[src/rtl/hash_bus_sequencer.sv]
`default_nettype none
// ============================================================================
// Module   : hash_bus_sequencer
// Purpose  : FPGA-side master for the 8-bit hash bus into the BLAKE2 core.
//            Runs one hash job per start pulse:
//              1. three config bytes (nn, ll[7:0], ll[15:8]),
//              2. the message, zero-padded to whole 64-byte blocks,
//              3. waits for the digest and forwards nn digest bytes.
// Ports    : clk, rst_async          clock / async active-high reset
//            start_i, cfg_nn_i,      job launch and configuration
//            cfg_ll_i
//            src_valid_i/src_data_i  local message byte source
//            src_ready_o             byte consumed this cycle
//            data_o, data_ctrl_o     bus to core: {last_block, cfg, valid}
//            hash_i, hash_ctrl_i     bus from core: {dut_ready, hash_valid}
//            dig_valid_o/dig_data_o  captured digest byte stream
//            busy_o, done_o,         job status
//            timeout_o
// Revision : 1.0  initial release
// ============================================================================
module hash_bus_sequencer #(
  parameter int LL_W      = 16,
  parameter int TIMEOUT_W = 20
) (
  input  logic            clk,
  input  logic            rst_async,
  input  logic            start_i,
  input  logic [5:0]      cfg_nn_i,
  input  logic [LL_W-1:0] cfg_ll_i,
  input  logic            src_valid_i,
  input  logic [7:0]      src_data_i,
  output logic            src_ready_o,
  output logic [7:0]      data_o,
  output logic [2:0]      data_ctrl_o,
  input  logic [7:0]      hash_i,
  input  logic [1:0]      hash_ctrl_i,
  output logic            dig_valid_o,
  output logic [7:0]      dig_data_o,
  output logic            busy_o,
  output logic            done_o,
  output logic            timeout_o
);

  localparam int BLK_W = LL_W - 6;

  typedef enum logic [2:0] {
    ST_IDLE = 3'd0,
    ST_CFG  = 3'd1,
    ST_DATA = 3'd2,
    ST_WAIT = 3'd3,
    ST_READ = 3'd4
  } state_t;

  state_t               state_q, state_d;
  logic [5:0]           nn_q, nn_d;
  logic [LL_W-1:0]      ll_q, ll_d;
  logic [LL_W-1:0]      msg_cnt_q, msg_cnt_d;
  logic [BLK_W-1:0]     last_blk_q, last_blk_d;
  logic [BLK_W-1:0]     blk_cnt_q, blk_cnt_d;
  // Shared counter: config byte index in CFG, byte-in-block in DATA,
  // digest bytes received in WAIT/READ.
  logic [5:0]           byte_cnt_q, byte_cnt_d;
  logic [TIMEOUT_W-1:0] wd_q, wd_d;

  logic [7:0]           data_q, data_d;
  logic [2:0]           ctrl_q, ctrl_d;
  logic                 dig_valid_q, dig_valid_d;
  logic [7:0]           dig_data_q, dig_data_d;
  logic                 busy_q, busy_d;
  logic                 done_q, done_d;
  logic                 timeout_q, timeout_d;

  logic                 dut_ready;
  logic                 hash_valid;
  logic [15:0]          ll16;
  logic [LL_W-1:0]      ll_m1;
  logic                 unused_ll_m1_lo;
  logic [BLK_W-1:0]     last_blk_start;
  logic [5:0]           nn_start;
  logic                 msg_pending;
  logic                 is_last_blk;
  logic [TIMEOUT_W-1:0] wd_inc;
  logic                 wd_fire;
  logic [7:0]           cfg_byte;

  assign dut_ready   = hash_ctrl_i[1];
  assign hash_valid  = hash_ctrl_i[0];

  // Length field on the bus is always 16 bits; narrower counters zero-extend.
  assign ll16        = 16'(ll_q);

  // Index of the final block: ceil(ll/64)-1, with an empty message still
  // producing one all-padding block.
  assign ll_m1           = cfg_ll_i - LL_W'(1);
  assign unused_ll_m1_lo = ^ll_m1[5:0];
  assign last_blk_start  = (cfg_ll_i == '0) ? '0 : ll_m1[LL_W-1:6];

  assign nn_start    = (cfg_nn_i == 6'd0) ? 6'd32 : cfg_nn_i;
  assign msg_pending = (msg_cnt_q < ll_q);
  assign is_last_blk = (blk_cnt_q == last_blk_q);

  assign wd_inc      = wd_q + TIMEOUT_W'(1);
  // Fires on the cycle the watchdog would reach all-ones.
  assign wd_fire     = &wd_inc;

  always_comb begin
    case (byte_cnt_q)
      6'd0:    cfg_byte = {2'b00, nn_q};
      6'd1:    cfg_byte = ll16[7:0];
      default: cfg_byte = ll16[15:8];
    endcase
  end

  // The consume strobe must coincide with the cycle the byte is taken, so it
  // is decoded from registered state and the live handshake inputs rather
  // than delayed a cycle (a delayed strobe would make the source repeat a
  // byte). It still drops immediately on reset because state_q does.
  assign src_ready_o = (state_q == ST_DATA) && msg_pending && src_valid_i && dut_ready;

  always_comb begin
    state_d     = state_q;
    nn_d        = nn_q;
    ll_d        = ll_q;
    msg_cnt_d   = msg_cnt_q;
    last_blk_d  = last_blk_q;
    blk_cnt_d   = blk_cnt_q;
    byte_cnt_d  = byte_cnt_q;
    wd_d        = wd_q;
    data_d      = data_q;
    ctrl_d      = 3'b000;
    dig_valid_d = 1'b0;
    dig_data_d  = dig_data_q;
    done_d      = 1'b0;
    timeout_d   = timeout_q;

    case (state_q)
      ST_IDLE: begin
        if (start_i) begin
          nn_d       = nn_start;
          ll_d       = cfg_ll_i;
          last_blk_d = last_blk_start;
          msg_cnt_d  = '0;
          blk_cnt_d  = '0;
          byte_cnt_d = 6'd0;
          wd_d       = '0;
          timeout_d  = 1'b0;
          state_d    = ST_CFG;
        end
      end

      ST_CFG: begin
        ctrl_d = 3'b010;
        if (dut_ready) begin
          data_d = cfg_byte;
          ctrl_d = 3'b011;
          if (byte_cnt_q == 6'd2) begin
            byte_cnt_d = 6'd0;
            state_d    = ST_DATA;
          end else begin
            byte_cnt_d = byte_cnt_q + 6'd1;
          end
        end
      end

      ST_DATA: begin
        ctrl_d = {is_last_blk, 2'b00};
        // Padding bytes need only the core; message bytes also need the source.
        if (dut_ready && (!msg_pending || src_valid_i)) begin
          ctrl_d[0] = 1'b1;
          if (msg_pending) begin
            data_d    = src_data_i;
            msg_cnt_d = msg_cnt_q + LL_W'(1);
          end else begin
            data_d    = 8'h00;
          end
          // 6-bit counter rolls 63 -> 0 at each block boundary.
          byte_cnt_d = byte_cnt_q + 6'd1;
          if (byte_cnt_q == 6'd63) begin
            if (is_last_blk) begin
              wd_d    = '0;
              state_d = ST_WAIT;
            end else begin
              blk_cnt_d = blk_cnt_q + BLK_W'(1);
            end
          end
        end
      end

      ST_WAIT, ST_READ: begin
        if (hash_valid) begin
          dig_valid_d = 1'b1;
          dig_data_d  = hash_i;
          wd_d        = '0;
          // In WAIT byte_cnt is 0, so this also covers the first byte.
          byte_cnt_d  = byte_cnt_q + 6'd1;
          if ((byte_cnt_q + 6'd1) == nn_q) begin
            done_d  = 1'b1;
            state_d = ST_IDLE;
          end else begin
            state_d = ST_READ;
          end
        end else if (wd_fire) begin
          timeout_d = 1'b1;
          done_d    = 1'b1;
          state_d   = ST_IDLE;
        end else begin
          wd_d = wd_inc;
        end
      end

      default: begin
        state_d = ST_IDLE;
      end
    endcase

    busy_d = (state_d != ST_IDLE);
  end

  always_ff @(posedge clk or posedge rst_async) begin
    if (rst_async) begin
      state_q     <= ST_IDLE;
      nn_q        <= '0;
      ll_q        <= '0;
      msg_cnt_q   <= '0;
      last_blk_q  <= '0;
      blk_cnt_q   <= '0;
      byte_cnt_q  <= '0;
      wd_q        <= '0;
      data_q      <= '0;
      ctrl_q      <= '0;
      dig_valid_q <= 1'b0;
      dig_data_q  <= '0;
      busy_q      <= 1'b0;
      done_q      <= 1'b0;
      timeout_q   <= 1'b0;
    end else begin
      state_q     <= state_d;
      nn_q        <= nn_d;
      ll_q        <= ll_d;
      msg_cnt_q   <= msg_cnt_d;
      last_blk_q  <= last_blk_d;
      blk_cnt_q   <= blk_cnt_d;
      byte_cnt_q  <= byte_cnt_d;
      wd_q        <= wd_d;
      data_q      <= data_d;
      ctrl_q      <= ctrl_d;
      dig_valid_q <= dig_valid_d;
      dig_data_q  <= dig_data_d;
      busy_q      <= busy_d;
      done_q      <= done_d;
      timeout_q   <= timeout_d;
    end
  end

  assign data_o      = data_q;
  assign data_ctrl_o = ctrl_q;
  assign dig_valid_o = dig_valid_q;
  assign dig_data_o  = dig_data_q;
  assign busy_o      = busy_q;
  assign done_o      = done_q;
  assign timeout_o   = timeout_q;

endmodule
`default_nettype wire

[config.mk]
export PLATFORM = sky130hd
export DESIGN_NAME = hash_bus_sequencer
export DESIGN_NICKNAME = d
export VERILOG_FILES = /design/src/rtl/hash_bus_sequencer.sv
export SDC_FILE = /design/constraint.sdc
export NUM_CORES = 1
export LEC_CHECK = 0
export ABC_AREA = 1
export CAP_MARGIN = 20
export CORE_MARGIN = 2
export CORE_UTILIZATION = 35
export CTS_CLUSTER_SIZE = 12
export DETAILED_ROUTE_END_ITERATION = 16
export DONT_BUFFER_PORTS = 1
export GPL_TIMING_DRIVEN = 0
export HOLD_SLACK_MARGIN = 0.05
export PLACE_DENSITY = 0.5
export SETUP_SLACK_MARGIN = 0.2
export SLEW_MARGIN = 20
export SYNTH_ARGS = -nofsm -noshare
export SYNTH_HDL_FRONTEND = slang
export SYNTH_SLANG_ARGS = --single-unit
[constraint.sdc]
create_clock -name clk -period 4.6 [get_ports clk]
set_input_delay 0.92 -clock clk [delete_from_list [all_inputs] [get_ports clk]]
set_output_delay 0.92 -clock clk [all_outputs]
set_load 0.01 [all_outputs]
==> results of run 1 <==
-- cell type report --
type | instances | share of cell area
inverters | 120 | 0.0602
repair buffers | 1 | 0.00364
clock inverters | 6 | 0.0101
flip-flops and latches | 110 | 0.364
clock buffers | 10 | 0.0316
multi-input cells | 739 | 0.470
plain buffers | 25 | 0.0170
well taps | 265 | 0.0438
-- layout by cell type (no fill, tap or decap), types with 9 or more instances in the layout --
cell type / n
a21oi_1: 24
clkbuf_1: 16
clkbuf_16: 9
dfrtp_1: 110
ha_1: 23
inv_1: 117
nand2_1: 324
nand3_1: 75
nand4_1: 13
nor2_1: 118
o21ai_0: 74
o22ai_1: 10
or2_2: 9
xor2_1: 21
-- power by group --
part           switching (W)  internal [W]  leakage, nW
Sequential          0.000228       0.00121         1.45
Combinational       0.000853      0.000410         1.91
Clock               0.000401      0.000448        0.156
Total                0.00148       0.00207         3.51
-- sequential cells by signal, indices dropped and copies added (netlist names) --
signal / flops
done_o: 1
nn_q: 6
dig_valid_o: 1
last_blk_q: 10
busy_o: 1
msg_cnt_q: 16
wd_q: 20
dig_data_o: 8
data_o: 8
data_ctrl_o: 3
ll16: 16
state_q: 3
timeout_o: 1
blk_cnt_q: 10
byte_cnt_q: 6
-- cells by family after synthesis --
family | synth area share
compound gates | 0.0909
xor+xnor | 0.0369
fa+ha+maj | 0.0418
buf+inv | 0.0842
flops | 0.400
simple gates | 0.346
-- critical path, delay by kind of cell (launching register included) --
kind / cells / cell delay [ns]
flip-flops: 1 / 0.36
buffers and inverters: 2 / 0.32
AO/OA/AOI/OAI: 1 / 0.16
AND/OR/NAND/NOR: 7 / 0.92
adder cells (fa/ha/maj): 1 / 0.27
-- layer usage --
metal  global-route usage  wire length (um)  vias to the layer above  part of all wire
met4               0.0455               265                        0             0.014
met1                0.251              8920                     2830              0.47
met2                0.322              9040                       79              0.48
met5                    0                 0                        -                 0
li1                     -                 -                     3168                 -
met3               0.0351               627                       18             0.033
-- through the flow --
step,cells,total power [W]
CTS,1276,0.00360
floorplan,994,0.00232
finish,1276,0.00355
global placement,1259,0.00272
detailed placement,1260,0.00273
global route,1276,0.00385
-- how the worst max path moves through the flow --
stage	startpoint	to	slack, ns
global route	ll16[5]$_DFFE_PP0P_	src_ready_o	1.05
finish	ll16[5]$_DFFE_PP0P_	src_ready_o	1.28
detailed placement	state_q[2]$_DFF_PP0_	src_ready_o	1.62
global placement	rst_async	blk_cnt_q[3]$_DFFE_PP0P_	-0.80
floorplan	rst_async	blk_cnt_q[0]$_DFFE_PP0P_	0.78
CTS	state_q[2]$_DFF_PP0_	src_ready_o	1.21
==> impl_results.md, run 1 <==
* Outcome: complete, no violations
* Final setup vio count at 0
* Number of global-route vias before repair at between 5000 and 6000
* Hold Path Class: in -> async
* Clk sink count at 110
* Initial antenna violation count at 0
* Routability Congestion at 0.858
* Post-synth cell types at 35
* Post-placement worst setup slack at between 1.5 and 2 ns
* Worst Skew at around 0.013 ns
* Hold Fails Final Rpt at 0
* Crit end category: output port
* Synth Flop Type: dfrtp_1
* Fraction of registers with async set/reset at 1.00
* Post-layout min period at about 3.3 ns
* Max Clk Rate at ~0.30 GHz
* Worst Setup Slack, final at approximately 1.3 ns
* Final Net Count at 1073
* Least-Margin Pin Slew at around 0.78 ns
* Pre-Repair DR Iteration Count at 6
* Critical path data arrival time at between 2 and 2.5 ns
* Share of post-route cells with drive strength above 1 at 0.0524
* CTS Buf Count at 9
* Most common cell in the netlist: nand2_1
* Hold buffer count at CTS at 0
* Worst Setup Start Kind: register
* Most instantiated cells after synthesis: 324 x nand2_1, 118 x inv_1, 118 x nor2_1, 110 x dfrtp_1, 75 x nand3_1
* CTS clk-pin slew, worst paths at approximately 0.080 ns
* Fillers at around 2100
* Synth Area per Inst at ~7 um^2
* Leak Pwr at between 3 and 4 nW
* Period utilization at 0.722
* Crit path cell chain: inv_1 > ha_1 > a21oi_1 > nor2_1 > nor3_1 > nand2_1 > nand2_1 > and2_1 > buf_4 > nand3_1 > nor2_1
* Routed vias/inst at approximately 4.8
* # rows at just over 50
* Post-synth top area share at 0.400
* Max Root-Sink Buffers at 2
* Total GRT Usage at 0.190
* Die Y at 144 um
* Post-synth net total at ~1100
* FF/Latch Area at ~2800 um^2
* Max-slew violation count at 0
* Synthesis-to-finish area growth at 9.87%
* Maximum vdd drop at a little under 0.2 mV
* Worst Path Max Fanout at 10
* Via count at roughly 6100
* Critical path class: reg -> out
* Pin count of the biggest net entering global routing at 57
* Slew Limit Headroom at 0.478
* ANT nets after route at 0
* Post-Syn Instances at between 900 and 1000
* Slowest stage delay, CP at between 0.3 and 0.4 ns
* Post-CTS Resized at 0
* Clk root buf: clkbuf_16
* Die ar. at 20800 um^2
* Placed Area at around 7200 um^2
* Drt drc at 0
* Synth area leaders: dfrtp_1 40%, nand2_1 18%, inv_1 6.4%, nor2_1 6.4%, nand3_1 5.5%
* Worst-Skew Late Latency at around 0.36 ns
* TritonCTS clock tree: done
* Core area at 19400 um^2
* Setup TNS at 0 ns
* Seq cells post-synth at between 100 and 150
* Post-synth EDFFs at 0
* Sequential share of the synthesized area at 0.400
* Post-Route WL at 18900 um
* Die Width at approximately 140 um
* Critical path's slowest cell: dfrtp_1
* RSZ-0062 raised after global routing: no
* Design area at 7560 um^2
* Drt wl/cell at about 15 um
* Total congestion overflow at 0
* Post-Syn Area at 6880 um^2
* Max cap viols at 0
* Post-CTS setup buffers at 0
* Critical path required time at between 3 and 4 ns
* Number of port buffers at 0
* Worst R2R Path Depth at 16
* Finished Core Util at 0.390
* Starting DRT DRC Count at approximately 340
* RR Endpoint: msg_cnt_q[15]$_DFFE_PP0P_
* CTS H-tree depth at 3
* IO Count at 68
* Worst Hold Slack at approximately 0.46 ns
* Footprint of the multi-input gates at around 3600 um^2
* ANT cells at 0
* RR Startpoint: ll16[5]$_DFFE_PP0P_
* Initial Util at 0.355
* Yosys warns at 0
* Placed wire-length estimate at about 15000 um
* Synth area leader: dfrtp_1
* First-pass GRT wire length at ~30000 um
* PwrDens at 469 nW/um^2
* R2r setup slk at just under 2 ns
Power figures use the tool's default switching activity.
==> run 2, diff against run 1 <==
==> constraint.sdc (replaced) <==
create_clock -name clk -period 3.1 [get_ports clk]
set_input_delay 0.62 -clock clk [delete_from_list [all_inputs] [get_ports clk]]
set_output_delay 0.62 -clock clk [all_outputs]
set_load 0.01 [all_outputs]
==> impl_results.md, run 2 (synthesis gave the netlist of run 1 again) <==
* Die ar. at 20800 um^2 (unchanged)
* Core area at 19400 um^2 (unchanged)
* Share of post-route cells with drive strength above 1 at 0.0658 (+0.0133)
* Final setup vio count at 0 (unchanged)
* RR Startpoint: state_q[2]$_DFF_PP0_
* Critical path required time at 2.48 ns (-1.20 ns)
* Setup TNS at 0 ns (unchanged)
* Number of global-route vias before repair at 5868 (+1.6%)
* Least-Margin Pin Slew at 0.738 ns (-0.0391 ns)
* Drt drc at 0 (unchanged)
* Max cap viols at 0 (unchanged)
* Worst Setup Start Kind: register
* Fillers at 2130 (+0.38%)
* Clk sink count at 110 (unchanged)
* Leak Pwr at 3.57 nW (+1.6%)
* Largest Register: wd_q
* IO Count at 68 (unchanged)
* Worst Path Max Fanout at 3 (-7)
* Outcome: complete, no violations
* Largest register FFs at 20 (unchanged)
* Finished Core Util at 0.397 (+0.00671)
* Critical path data arrival time at 2.14 ns (-0.26 ns)
* Max Clk Rate at ~0.36 GHz
* Critical path class: reg -> out
* Placed Area at 7320 um^2 (+1.0%)
* Maximum vdd drop at 0.407 mV (+110%)
* ANT cells at 0 (unchanged)
* Clk root buf: clkbuf_16
* Post-layout min period at roughly 2.8 ns
* TritonCTS clock tree: done
* Max Root-Sink Buffers at 2 (unchanged)
* Number of port buffers at 0 (unchanged)
* RR Endpoint: data_o[7]$_DFFE_PP0P_
* Total GRT Usage at 0.194 (+0.00433)
* Commonest non-fill, non-tap cell in the layout: nand2_1
* Period utilization at 0.889
* ANT nets after route at 0 (unchanged)
* # rows at 51 (unchanged)
* Max-slew violation count at 0 (unchanged)
* PwrDens at 691 nW/um^2 (+47%)
* Design area at 7690 um^2 (+1.7%)
* Worst Skew at 0.00863 ns (-0.00483 ns)
* Starting DRT DRC Count at 266 (-21%)
* Synthesis-to-finish area growth at 11.8%
* R2r setup slk at 0.49 ns (-1.50 ns)
* CTS H-tree depth at 3 (unchanged)
* First-pass GRT wire length at 30900 um (+2.0%)
* Pre-Repair DR Iteration Count at 5 (-1)
* RSZ-0062 raised after global routing: no
* Via count at 6115 (+0.33%)
* Placed wire-length estimate at 14900 um (+2.2%)
* Total congestion overflow at 0 (unchanged)
* Slew Limit Headroom at 0.504 (+0.0263)
* Hold Fails Final Rpt at 0 (unchanged)
* Worst R2R Path Depth at 8 (-8)
* Hold Path Class: in -> async
* Routed vias/inst at 4.76 (-0.30%)
* Initial Util at 0.355 (unchanged)
* Die Width at 144 um (unchanged)
* Drt wl/cell at 14.8 um (+0.27%)
* CTS clk-pin slew, worst paths at 0.08 ns (about the same)
* CTS Buf Count at 9 (unchanged)
* Routability Congestion at 0.861 (+0.33%)
* Final Net Count at 1081 (+0.75%)
* Most frequent cells in the layout: 323 x nand2_1, 117 x nor2_1, 116 x inv_1
* Initial antenna violation count at 0 (unchanged)
* Worst Setup Slack, final at 0.345 ns (-0.936 ns)
* Hold buffer count at CTS at 0 (unchanged)
* Post-placement worst setup slack at 0.426 ns (-1.20 ns)
* Final Power at 0.00532 W (+50%)
* Worst-Skew Late Latency at 0.37 ns (about the same)
* Post-Route WL at 19000 um (+0.90%)
* Pin count of the biggest net entering global routing at 29 (-49%)
* Die Y at 144 um (unchanged)
* Crit end category: output port
-- run 2: changes by cell type in the layout (fill, tap and decap cells not counted), sizes merged --
cell / before / now
buf: 10 / 18
clkinv: 3 / 1
clkinvlp: 0 / 1
inv: 122 / 123
-- run 2: area by class of cell --
| class | instances | area [um^2] | share of cell area |
|---|---|---|---|
| multi-input cells | 739 | 3570 | 0.464 |
| flip-flops and latches | 110 | 2750 | 0.358 |
| inverters | 120 | 454 | 0.0590 |
| well taps | 265 | 332 | 0.0431 |
| clock buffers | 10 | 239 | 0.0311 |
| repair buffers | 9 | 140 | 0.0182 |
| plain buffers | 25 | 134 | 0.0174 |
| clock inverters | 6 | 73.8 | 0.00960 |
-- run 2: how the worst max path moves through the flow --
stage	cells past startpoint	end	slack [ns]	startpoint
finish	11	src_ready_o	0.34	ll16[3]$_DFFE_PP0P_
global route	10	src_ready_o	0.21	msg_cnt_q[5]$_DFFE_PP0P_
CTS	11	src_ready_o	0.23	ll16[5]$_DFFE_PP0P_
detailed placement	6	src_ready_o	0.43	state_q[2]$_DFF_PP0_
global placement	1	dig_data_o[7]$_DFFE_PP0P_	0.38	rst_async
floorplan	10	src_ready_o	0.87	msg_cnt_q[5]$_DFFE_PP0P_
-- run 2: stage by stage --
| step | instances | hold WS, ns |
|---|---|---|
| 6_report | 1284 | 0.208 |
| 5_1_grt | 1284 | 0.247 |
| 4_1_cts | 1280 | 0.230 |
| 3_3_place_gp | 1259 | 0.470 |
| 2_1_floorplan | 994 | 0.453 |
| 3_5_place_dp | 1263 | 0.478 |
-- run 2: what timing repair did --
| item | CTS | global route |
|---|---|---|
| setup endpoints to repair | 1 | 1 |
| gates cloned | 0 | 0 |
| setup buffers | 1 | 4 |
| resized for setup | 4 | 5 |
| pin swaps | 1 | 2 |
-- run 2: power by group --
part / internal [W] / switching [W]
Clock: 0.000666 / 0.000600
Combinational: 0.000641 / 0.00127
Sequential: 0.00180 / 0.000340
Total: 0.00310 / 0.00221
-- run 2: per-layer routing --
layer,share of wire,vias up,GRT usage
met4,0.013,0,0.0439
met1,0.46,2830,0.256
li1,-,3183,-
met5,0,-,0
met2,0.49,88,0.331
met3,0.034,14,0.0377
-- run 2: worst max-delay path, cell delays in order (launching register included) --
cell	delay, ns
dfrtp_1	0.37
inv_1	0.18
ha_1	0.29
a21oi_1	0.14
nand2_1	0.07
nand2_1	0.06
nand2_1	0.10
nand2_2	0.08
and2_1	0.13
buf_6	0.10
nand3_2	0.08
nor2_4	0.17
==> run 3, diff against run 2 <==
--- a/config.mk
+++ b/config.mk
@@ -7,6 +7,8 @@
 export LEC_CHECK = 0
 export ABC_AREA = 1
 export CAP_MARGIN = 20
+export CELL_PAD_IN_SITES_DETAIL_PLACEMENT = 1
+export CELL_PAD_IN_SITES_GLOBAL_PLACEMENT = 2
 export CORE_MARGIN = 2
 export CORE_UTILIZATION = 35
 export CTS_CLUSTER_SIZE = 12
@@ -14,9 +16,8 @@
 export DONT_BUFFER_PORTS = 1
 export GPL_TIMING_DRIVEN = 0
 export HOLD_SLACK_MARGIN = 0.05
-export PLACE_DENSITY = 0.5
+export PLACE_DENSITY = 0.79
 export SETUP_SLACK_MARGIN = 0.2
-export SLEW_MARGIN = 20
 export SYNTH_ARGS = -nofsm -noshare
 export SYNTH_HDL_FRONTEND = slang
 export SYNTH_SLANG_ARGS = --single-unit
==> impl_results.md, run 3 (synthesis gave the netlist of run 1 again) <==
* Outcome: complete, no violations
* GR Util met1 at 0.313 (+0.0570)
* Routed vias/inst at 4.95 (+3.9%)
* PwrDens at 707 nW/um^2 (+2.3%)
* Max Root-Sink Buffers at 2 (unchanged)
* Max cap viols at 0 (unchanged)
* Grt met3 use at 0.0275 (-0.0103)
* Critical path required time at 2.48 ns (about the same)
* Hold buffer count at CTS at 0 (unchanged)
* CTS clk-pin slew, worst paths at 0.08 ns (about the same)
* Commonest non-fill, non-tap cell in the layout: nand2_1
* Slew Limit Headroom at 0.452 (-0.0523)
* Max-slew violation count at 0 (unchanged)
* ANT nets after route at 0 (unchanged)
* Clk root buf: clkbuf_16
* Post-Route WL at 21300 um (+12%)
* Initial Util at 0.355 (unchanged)
* Post-Layout Cell Count at 1286 (+0.16%)
* CTS H-tree depth at 3 (unchanged)
* Design area at 7690 um^2 (about the same)
* # rows at 51 (unchanged)
* Pre-Repair DR Iteration Count at 4 (-1)
* Die Y at 144 um (unchanged)
* Post-layout min period at 2.79 ns (+0.0302 ns)
* R2r setup slk at 0.49 ns (about the same)
* Maximum vdd drop at 0.294 mV (-28%)
* TritonCTS clock tree: done
* Finished Core Util at 0.397 (about the same)
* Critical path buffers and inverters at 3 (+1)
* Routability Congestion at 0.836 (-2.9%)
* Starting DRT DRC Count at 308 (+16%)
* Worst Path Max Fanout at 5 (+2)
* Number of port buffers at 0 (unchanged)
* First-pass GRT wire length at 34400 um (+11%)
* Number of global-route vias before repair at 6356 (+8.3%)
* Worst Hold Slack at 0.180 ns (-0.0276 ns)
* Synthesis-to-finish area growth at 11.8% (about the same)
* Most common cell on crit path: inv_1
* Drt drc at 0 (unchanged)
* Initial antenna violation count at 0 (unchanged)
* Least-Margin Pin Slew at 0.816 ns (+0.0778 ns)
* Die Width at 144 um (unchanged)
* Hold Fails Final Rpt at 0 (unchanged)
* Worst R2R Path Depth at 17 (+9)
* Worst-Skew Late Latency at 0.37 ns (about the same)
* Cell count after placement at 1262 (-0.079%)
* Critical path's slowest cell: dfrtp_2
* Most frequent cells in the layout: 323 x nand2_1, 117 x nor2_1, 113 x inv_1
* Critical path data arrival time at 2.17 ns (+0.03 ns)
* Placed Area at 7280 um^2 (-0.58%)
* Worst Skew at 0.0105 ns (+0.00192 ns)
* Total congestion overflow at 0 (unchanged)
* Period utilization at 0.899 (+0.00974)
* Setup TNS at 0 ns (unchanged)
* Max Clk Rate at 0.359 GHz (-1.1%)
* Slowest stage delay, CP at 0.40 ns (+0.03 ns)
* Largest register FFs at 20 (unchanged)
* Busiest grt layer: met2
* Total GRT Usage at 0.216 (+0.0217)
* RSZ-0062 raised after global routing: no
* Die ar. at 20800 um^2 (unchanged)
* Via count at 6366 (+4.1%)
* Hold Path Class: in -> async
* Largest Register: wd_q
* Core area at 19400 um^2 (unchanged)
* Critical path class: reg -> out
* CTS Buf Count at 9 (unchanged)
* RR Startpoint: ll16[9]$_DFFE_PP0P_
* ANT cells at 0 (unchanged)
* Family with the most delay on the worst path: simple AND/OR/NAND/NOR gates
* RR Endpoint: msg_cnt_q[1]$_DFFE_PP0P_
* Crit end category: output port
* IO Count at 68 (unchanged)
* Crit path cell chain: inv_1 > ha_1 > nand2_1 > inv_1 > o21ai_1 > a21oi_1 > nor2_1 > and2_1 > buf_6 > nand3_1 > nor2_2
* Placed wire-length estimate at 16500 um (+11%)
* GR Util met2 at 0.343 (+0.0128)
* Worst Setup Start Kind: register
* Drt wl/cell at 16.5 um (+12%)
* Final Net Count at 1083 (+0.19%)
* Leak Pwr at 3.55 nW (-0.41%)
* Pin count of the biggest net entering global routing at 40 (+38%)
* Share of post-route cells with drive strength above 1 at 0.0725 (+0.00673)
* Clk sink count at 110 (unchanged)
* Final setup vio count at 0 (unchanged)
[run 3: cell types whose count changed in the layout (fill, tap and decap cells not counted), moves of 2 or more]
cell	change
buf_12	+2
dfrtp_2	+3
clkinv_4	+2
inv_2	+3
inv_6	-4
buf_4	+3
dfrtp_1	-3
inv_1	-3
buf_16	-3
[run 3: repair_timing]
action,in CTS,in global routing
cloned,0,0
pin swaps,0,4
buffers inserted,0,8
endpoints found under the setup margin,1,12
gates resized for setup,1,14
[run 3: metal layers]
layer  wire (um)  vias to the layer above
met5           0                        -
met4         229                        0
met3         721                       15
met2        9690                       69
met1       10600                     3098
li1            -                     3184
[run 3: worst max-delay path by stage]
stage                                        start                       end  slack [ns]  cells after the start
final                          ll16[9]$_DFFE_PP0P_               src_ready_o        0.31                     11
after global routing          ll16[10]$_DFFE_PP0P_               src_ready_o        0.12                     11
after CTS                      ll16[5]$_DFFE_PP0P_               src_ready_o        0.20                     11
after detailed placement      state_q[2]$_DFF_PP0_               src_ready_o        0.33                      6
after global placement                   rst_async  blk_cnt_q[2]$_DFFE_PP0P_        0.35                      1
after floorplan           msg_cnt_q[5]$_DFFE_PP0P_               src_ready_o        0.87                     10
[run 3: cell type report]
| cell class | count | area [um^2] |
|---|---|---|
| Multi-Input combinational cell | 739 | 3570 |
| Clock buffer | 10 | 229 |
| Sequential cell | 110 | 2760 |
| Buffer | 25 | 134 |
| Fill cell | 2541 | 11700 |
| Tap cell | 265 | 332 |
| Timing Repair Buffer | 11 | 120 |
| Inverter | 120 | 454 |
| Clock inverter | 6 | 93.8 |
[run 3: per-stage QoR]
step	total power [W]	worst slack, ns
finish	0.00544	0.315
global route	0.00590	0.123
CTS	0.00546	0.201
detailed placement	0.00412	0.329
global placement	0.00407	0.349
floorplan	0.00345	0.871
[run 3: where the power goes]
group / leakage (nW) / total [W] / internal [W] / switching [W]
logic: 1.96 / 0.00198 / 0.000643 / 0.00134
registers: 1.44 / 0.00215 / 0.00180 / 0.000346
clock network: 0.153 / 0.00131 / 0.000717 / 0.000595
total: 3.55 / 0.00544 / 0.00316 / 0.00228
[run 3: worst reg2reg max path, cell delays in order, from the launching register on]
cell and delay, ns:
dfrtp_2 0.40, inv_1 0.05, ha_1 0.29, nand2_1 0.07
inv_1 0.05, o21ai_1 0.13, a21oi_1 0.09, nor2_1 0.18
and2_1 0.17, buf_6 0.11, buf_4 0.11, nor2_1 0.03
nor2_1 0.22, nand2_1 0.11, buf_4 0.19, buf_6 0.15
nand2_1 0.05, o21ai_0 0.07
